<file path="config.mk">
export PLATFORM = sky130hd
export DESIGN_NAME = cpu_mmu_pt_access_seq
export DESIGN_NICKNAME = d
export VERILOG_FILES = /design/src/rtl/cpu_mmu_pt_access_seq.sv
export SDC_FILE = /design/constraint.sdc
export NUM_CORES = 1
export LEC_CHECK = 0
export BUFFER_PORTS_ARGS = -buffer_cell sky130_fd_sc_hd__buf_2
export CORE_AREA = 4 4 46 68
export CTS_BUF_LIST = sky130_fd_sc_hd__clkbuf_16
export CTS_CLUSTER_SIZE = 28
export DETAILED_ROUTE_END_ITERATION = 10
export DIE_AREA = 0 0 50 72
export PLACE_DENSITY = 0.66
export REMOVE_ABC_BUFFERS = 1
export SLEW_MARGIN = 0
export SYNTH_ARGS = -nofsm -noshare
export SYNTH_HDL_FRONTEND = slang
export SYNTH_SLANG_ARGS = --single-unit
</file>
<file path="constraint.sdc">
create_clock -name sysclk -period 2.4 [get_ports sysclk]
set_input_delay 0.48 -clock sysclk [delete_from_list [all_inputs] [get_ports sysclk]]
set_output_delay 0.48 -clock sysclk [all_outputs]
set_load 0.03 [all_outputs]
</file>
<file path="src/rtl/cpu_mmu_pt_access_seq.sv">
// rtl/cpu_mmu_pt_access_seq.sv - page-table RAM access sequencer with four-phase REQ/ACK handshake
//
// Purpose: sequences one PT RAM read (PT -> IDB) or write (IDB -> PT) per
// accepted request, driving the PT RAM address/OE/WE strobes and the
// PT-to-IDB transceiver enable/direction. Wait-state lengths are parameters.
//
// Ports:
//   sysclk      in   system clock, rising edge
//   sys_rst     in   synchronous active-high reset
//   REQ         in   access request level (four-phase handshake)
//   RW          in   1 = write PT entry from IDB, 0 = read PT entry to IDB
//   PT_ADDR_IN  in   [7:0] PT entry address, sampled with REQ
//   ACK         out  access complete, held until REQ falls
//   BUSY        out  sequencer not idle
//   PT_ADDR     out  [7:0] latched PT RAM address
//   PT_OE_n     out  PT RAM output enable, active low
//   PT_WE_n     out  PT RAM write enable, active low
//   EPTI_n      out  transceiver enable, active low
//   WRITE       out  transceiver direction, 1 = IDB -> PT
module cpu_mmu_pt_access_seq #(
  parameter int RD_WAIT  = 2,
  parameter int WR_SETUP = 1,
  parameter int WR_PULSE = 2,
  parameter int WR_HOLD  = 1
) (
  input  logic       sysclk,
  input  logic       sys_rst,
  input  logic       REQ,
  input  logic       RW,
  input  logic [7:0] PT_ADDR_IN,
  output logic       ACK,
  output logic       BUSY,
  output logic [7:0] PT_ADDR,
  output logic       PT_OE_n,
  output logic       PT_WE_n,
  output logic       EPTI_n,
  output logic       WRITE
);

  // Counter load value for an N-cycle state: N-1, with N clamped to 1..15.
  function automatic logic [3:0] load_val(input int n);
    if (n < 1) begin
      return 4'd0;
    end else if (n > 15) begin
      return 4'd14;
    end else begin
      return 4'(n - 1);
    end
  endfunction

  localparam logic [3:0] RD_LOAD = load_val(RD_WAIT);
  localparam logic [3:0] WS_LOAD = load_val(WR_SETUP);
  localparam logic [3:0] WP_LOAD = load_val(WR_PULSE);
  localparam logic [3:0] WH_LOAD = load_val(WR_HOLD);

  typedef enum logic [2:0] {
    S_IDLE,
    S_RD_ADDR,
    S_RD_WAIT,
    S_WR_SETUP,
    S_WR_PULSE,
    S_WR_HOLD,
    S_DONE
  } state_t;

  state_t     state, state_nxt;
  logic [3:0] cnt, cnt_nxt;
  logic       rw_q, rw_nxt;
  logic [7:0] addr_nxt;
  logic       ack_nxt, busy_nxt, oe_nxt, we_nxt, epti_nxt, write_nxt;

  always_ff @(posedge sysclk) begin
    if (sys_rst) begin
      state   <= S_IDLE;
      cnt     <= 4'd0;
      rw_q    <= 1'b0;
      PT_ADDR <= 8'd0;
      ACK     <= 1'b0;
      BUSY    <= 1'b0;
      PT_OE_n <= 1'b1;
      PT_WE_n <= 1'b1;
      EPTI_n  <= 1'b1;
      WRITE   <= 1'b0;
    end else begin
      state   <= state_nxt;
      cnt     <= cnt_nxt;
      rw_q    <= rw_nxt;
      PT_ADDR <= addr_nxt;
      ACK     <= ack_nxt;
      BUSY    <= busy_nxt;
      PT_OE_n <= oe_nxt;
      PT_WE_n <= we_nxt;
      EPTI_n  <= epti_nxt;
      WRITE   <= write_nxt;
    end
  end

  always_comb begin
    state_nxt = state;
    cnt_nxt   = cnt;
    rw_nxt    = rw_q;
    addr_nxt  = PT_ADDR;

    case (state)
      S_IDLE: begin
        if (REQ) begin
          addr_nxt = PT_ADDR_IN;
          rw_nxt   = RW;
          if (RW) begin
            state_nxt = S_WR_SETUP;
            cnt_nxt   = WS_LOAD;
          end else begin
            state_nxt = S_RD_ADDR;
            cnt_nxt   = 4'd0;
          end
        end
      end
      S_RD_ADDR: begin
        state_nxt = S_RD_WAIT;
        cnt_nxt   = RD_LOAD;
      end
      S_RD_WAIT: begin
        if (cnt == 4'd0) begin
          state_nxt = S_DONE;
        end else begin
          cnt_nxt = cnt - 4'd1;
        end
      end
      S_WR_SETUP: begin
        if (cnt == 4'd0) begin
          state_nxt = S_WR_PULSE;
          cnt_nxt   = WP_LOAD;
        end else begin
          cnt_nxt = cnt - 4'd1;
        end
      end
      S_WR_PULSE: begin
        if (cnt == 4'd0) begin
          state_nxt = S_WR_HOLD;
          cnt_nxt   = WH_LOAD;
        end else begin
          cnt_nxt = cnt - 4'd1;
        end
      end
      S_WR_HOLD: begin
        if (cnt == 4'd0) begin
          state_nxt = S_DONE;
          cnt_nxt   = 4'd0;
        end else begin
          cnt_nxt = cnt - 4'd1;
        end
      end
      S_DONE: begin
        if (!REQ) begin
          state_nxt = S_IDLE;
        end
      end
      default: begin
        state_nxt = S_IDLE;
        cnt_nxt   = 4'd0;
      end
    endcase

    // Moore outputs decoded from the state being entered, so the registered
    // strobes line up with the state they describe.
    ack_nxt   = 1'b0;
    busy_nxt  = 1'b1;
    oe_nxt    = 1'b1;
    we_nxt    = 1'b1;
    epti_nxt  = 1'b1;
    write_nxt = 1'b0;

    case (state_nxt)
      S_IDLE: begin
        busy_nxt = 1'b0;
      end
      S_RD_ADDR: begin
        oe_nxt = 1'b0;
      end
      S_RD_WAIT: begin
        oe_nxt   = 1'b0;
        epti_nxt = 1'b0;
      end
      S_WR_SETUP, S_WR_HOLD: begin
        write_nxt = 1'b1;
        epti_nxt  = 1'b0;
      end
      S_WR_PULSE: begin
        write_nxt = 1'b1;
        epti_nxt  = 1'b0;
        we_nxt    = 1'b0;
      end
      S_DONE: begin
        ack_nxt = 1'b1;
        // A read keeps the IDB driven while ACK is high; a write releases
        // the transceiver and direction together.
        if (!rw_nxt) begin
          oe_nxt   = 1'b0;
          epti_nxt = 1'b0;
        end
      end
      default: begin
        busy_nxt = 1'b0;
      end
    endcase
  end

endmodule

</file>
Word level (Yosys, flattened, before mapping)
Index checks and enable logic that the tools add are counted.
{ "classes": {"bitwise_logic": 1, "eq_ne": 14, "n_mux": 21, "n_reduce_logical": 10, "addsub": 1} }
{ "ops": {"columns": ["cell", "n"], "rows": [
  ["case mux 4 bit (6 select lines)", 1],
  ["== test 3 bit (second input constant)", 6],
  ["case mux 3 bit (6 select lines)", 1],
  ["two-way mux 4 bit", 4],
  ["two-way mux 3 bit", 5],
  ["== test 3 x 2 -> 1 bit (second input constant)", 4],
  ["two-way mux 1 bit", 7],
  ["== test 3 x 1 -> 1 bit (second input constant)", 2],
  ["OR reduction 2 bit", 3],
  ["OR reduction 6 bit", 1],
  ["zero test 4 bit", 1],
  ["inequality test 2 bit (second input constant)", 2],
  ["case mux 1 bit (2 select lines)", 2],
  ["OR reduction 4 bit", 1],
  ["subtractor 4 x 1 -> 4 bit (second input constant)", 1],
  ["zero test 3 bit", 1],
  ["AND reduction 3 bit", 1],
  ["OR reduction 3 bit", 1],
  ["two-way mux 2 bit", 1],
  ["AND reduction 2 bit", 1],
  ["NOT 1 bit", 1]
]} }
{ "totals": {"out_inout_bits": 14, "inputBits": 12, "regBits": 22} }

Depth between registers and ports, before layout
{ "logic_depth": {"word_depth": 6, "mapped_depth": 7} }

Worst setup path before layout
OpenSTA, ideal clock, no wires.
{ "synth_timing": {"kind": "flip-flop to flip-flop", "from": "reg cnt[0]", "to": "reg cnt[0]", "arrival_ns": 1.628, "required_time_ns": 2.281, "setup_slack_ns": 0.653, "synth_period_minus_slack_ns": 1.747, "setup_time_ns": 0.119, "path_stages_with_launch": 8, "path_buffers": 1, "path_cell_list": "dfxtp_1 -> inv_1 -> ha_1 -> or3b_1 -> buf_6 -> a221oi_2 -> a31oi_1 -> o221a_1"} }
{ "synth_between": {"elab_chain_len": 3, "elab_cells_between_ends": 8} }
{ "synth_rtl": {"columns": ["item", "line_no", "source"], "rows": [
  ["start, declared", "67", "logic [3:0] cnt, cnt_nxt;"],
  ["start signal, assigned", "86", "cnt <= cnt_nxt;"],
  ["subtractor 4 x 1 -> 4 bit / zero test 4 bit (equally long branches)", null, null],
  ["two-way mux 4 bit, or another cell as far along", "138, 146", null],
  ["case mux 4 bit (6 select lines) / AND reduction 3 bit (equally long branches)", null, null]
]} }
Several ways; a longest one is shown, not always the timed one. The select of a mux whose other input is x is not followed.
A chain may end at the register's enable or synchronous reset.

Final worst setup path
Ends and elaborated chain as after synthesis.

==> flow_summary.yaml <==
run_status:
  run_status: "finished clean"
detailed_routing:
  routed_wl_mm: 2.48
  via_count: 1024
  antenna_left: 0
  routed_length_per_instance_um: 13.0
  firstDrtPassIters: 4
  drtIter0Drc: 27
  drc: 0
  post_drt_via_cell_ratio: 5.36
clocking:
  cts_sinks: 22
  clk_transition_reported_paths_ns: 0.05
  cts_resized: 0
  numCtsBuffers: 3
  cts_hold_buf: 0
  cts_tree: "built"
  cts_setup_buffers: 0
  clock-root-buffer: "clkbuf_16"
  clkLatencyLatePin_ns: 0.25
  h-tree-depth: 1
  cts-root-to-sink-buffers: 2
worst_setup_path:
  critical-path-slowest-cell: "or3b_1"
  timing.setup.critical_path_class: "reg2reg"
  worst-path-max-fanout: 6
  critical_path.max_stage_delay_ns: 0.48
  critical_path.n_buffers_inverters: 1
  worst_path_dominant_cell_family: "compound AO/OA/AOI/OAI gates"
  start_kind: "register"
  worst-r2r-cell-count: 6
  reg2reg_from: "cnt[0]$_SDFFE_PP0P_"
  r2r_end: "cnt[0]$_SDFFE_PP0P_"
  worst_ep_required_time_ns: 2.54
  crit_path_end_kind: "register"
  critical_path.cell_chain: "inv_1 > ha_1 > or3b_1 > a221oi_2 > a31oi_1 > o221a_1"
  worst_ep_arrival_time_ns: 2.03
  r2r_slack_ns: 0.51
place:
  place_congestion: 0.813
  io_buffer_count: 25
  dp_cells: 188
  dp_hpwl_mm: 1.82
  placed_area_sq_um: 1240
global_route:
  grt_util_all_layers: 0.147
  grt_pass1_wl_mm: 4.18
  grt_start_max_net_pins: 22
  antenna_found_initial: 0
  grt_overflow_total: 0
  vias_in_the_first_global_route: 972
pwr:
  peakVddDrop_mv: 0.741
  totalPowerFinal_mw: 1.96
  power.density_cell_area_nw_per_um2: 1490
  p_leak_nw: 0.556
logic_synthesis:
  number_of_enable_type_register_cells_in_the_synthesized_netlist: 0
  post_synth_most_frequent_cells: "dfxtp_1 (22), nand2_1 (22), a21oi_1 (14)"
  post_synth_adder_cell_area: 0.0228
  ys_ff_latch: 22
  synth.top_cells.by_area: "dfxtp_1 (40%), nand2_1 (7.5%), a21oi_1 (6.4%), nor2_1 (3.8%), ha_1 (2.3%)"
  synth.yosys.warnings: 0
  synthArstFlopShare: 0
  post_synthesis_share_of_cell_area_spent_on_xor_and_xnor_gates: 0.00798
  synth_mux_area_frac: 0.0182
  yosys.area.top_type_share: 0.401
  sequential_area_share_after_synthesis: 0.401
  most_area_hungry_cell_type_in_the_yosys_netlist: "dfxtp_1"
  main_combinational_cell_family_by_area_after_synthesis: "compound AO/OA/AOI/OAI gates"
  synthesis.area_per_instance_sq_um: 8.25
  post_synth_instance_area_sq_um: 1100
  synthCells: 133
  synth_compound_area_frac: 0.249
  ys_types: 41
  synthSimpleGateAreaFrac: 0.244
  synth_top_flop_cell: "dfxtp_1"
finish:
  number_of_inserted_diodes: 0
  finalNetCount: 170
  stdcell_area_sq_um: 1320
  layout-drive-gt1-share: 0.221
  final_core_util: 0.502
  instances_no_fill: 191
  synthToLayoutAreaGrowth_pct: 19.8
min_path:
  hold_path_endpoint: "PT_ADDR[7]$_SDFFE_PP0P_"
  worstHoldPathType: "reg2reg"
  hold_depth: 2
  timing.hold.worst.start: "PT_ADDR[7]$_SDFFE_PP0P_"
sta:
  clock.fmax_ghz: 0.528
  timing.final.hold_violations: 0
  final_max_tran_viols: 0
  setup_skew_after_layout_ns: 0.00231
  finalWorstPathRequiredPeriod_ns: 1.89
  worst_slew_margin_rel: 0.582
  grt_setup_unrepaired: "no"
  post-route-period-util: 0.788
  setup_viol: 0
  setup-tns-final_ns: 0
  worst-slew-pin-transition_ns: 0.626
die:
  row_cnt: 23
  die_x_um: 50
  i_o_pin_total: 26
  core_sq_um: 2620
  die-height_um: 72
  start_util: 0.419
  floorplan_die_area_sq_um: 3600
job:
  cap_viol_max_count: 0
==> sequential cells by signal (all words and copies together), names as in the netlist <==
register	cells
PT_ADDR	8
WRITE	1
cnt	4
PT_OE_n	1
state	3
EPTI_n	1
ACK	1
PT_WE_n	1
rw_q	1
BUSY	1
==> layout make-up <==
cell class | count | area (sq um)
Clock buffer | 3 | 75.1
Fill cell | 264 | 1300
Inverter | 5 | 18.8
Multi-Input combinational cell | 97 | 594
Sequential cell | 22 | 440
Tap cell | 37 | 46.3
Timing Repair Buffer | 27 | 140
==> layout by cell type, fill, tap and decap left out, types with 2 or more instances in the layout <==
master,instances
o211ai_1,2
buf_4,2
buf_2,25
nand4bb_1,2
o21ai_0,2
a22oi_1,2
a22o_1,2
ha_1,2
a21oi_1,14
nor2b_1,2
nor2_1,11
inv_1,5
clkbuf_16,3
mux2i_1,2
nand2b_1,4
o22ai_1,3
a31oi_1,3
dfxtp_1,22
nor3_1,4
nand2_1,22
==> stage by stage <==
step | setup WS [ns] | hold WS [ns]
2_1_floorplan | 0.654 | 0.480
3_3_place_gp | 0.584 | 0.439
3_5_place_dp | 0.514 | 0.444
4_1_cts | 0.507 | 0.452
5_1_grt | 0.346 | 0.467
6_report | 0.508 | 0.450
==> power by group <==
group	internal, mW	switching [mW]
Sequential	0.484	0.146
Combinational	0.397	0.599
Clock	0.220	0.117
Total	1.10	0.862
==> cell families after synthesis <==
family          Yosys count
buf+inv                  14
fa+ha+maj                 2
flops                    22
xor+xnor                  1
mux                       2
compound gates           39
simple gates             53
==> layer usage <==
layer	GRT usage	wire, um	part of all wire	up-vias
li1	-	-	-	516
met1	0.145	976	0.39	461
met2	0.275	1280	0.52	37
met3	0.0185	119	0.048	10
met4	0.108	99	0.040	0
met5	0	0	0	-
==> worst reg2reg max path: stages (launching register included) <==
cell	delay, ns
dfxtp_1	0.36
inv_1	0.11
ha_1	0.20
or3b_1	0.48
a221oi_2	0.30
a31oi_1	0.06
o221a_1	0.27
==> worst max-delay path by stage <==
stage	slack, ns	start	cells after the start	to
CTS	0.51	cnt[0]$_SDFFE_PP0P_	6	cnt[0]$_SDFFE_PP0P_
global placement	0.58	cnt[0]$_SDFFE_PP0P_	6	cnt[0]$_SDFFE_PP0P_
finish	0.51	cnt[0]$_SDFFE_PP0P_	6	cnt[0]$_SDFFE_PP0P_
global route	0.35	cnt[0]$_SDFFE_PP0P_	6	EPTI_n$_SDFF_PP1_
floorplan	0.65	cnt[0]$_SDFFE_PP0P_	6	cnt[0]$_SDFFE_PP0P_
detailed placement	0.51	cnt[0]$_SDFFE_PP0P_	6	cnt[0]$_SDFFE_PP0P_
(Power assumes the default switching activity.)
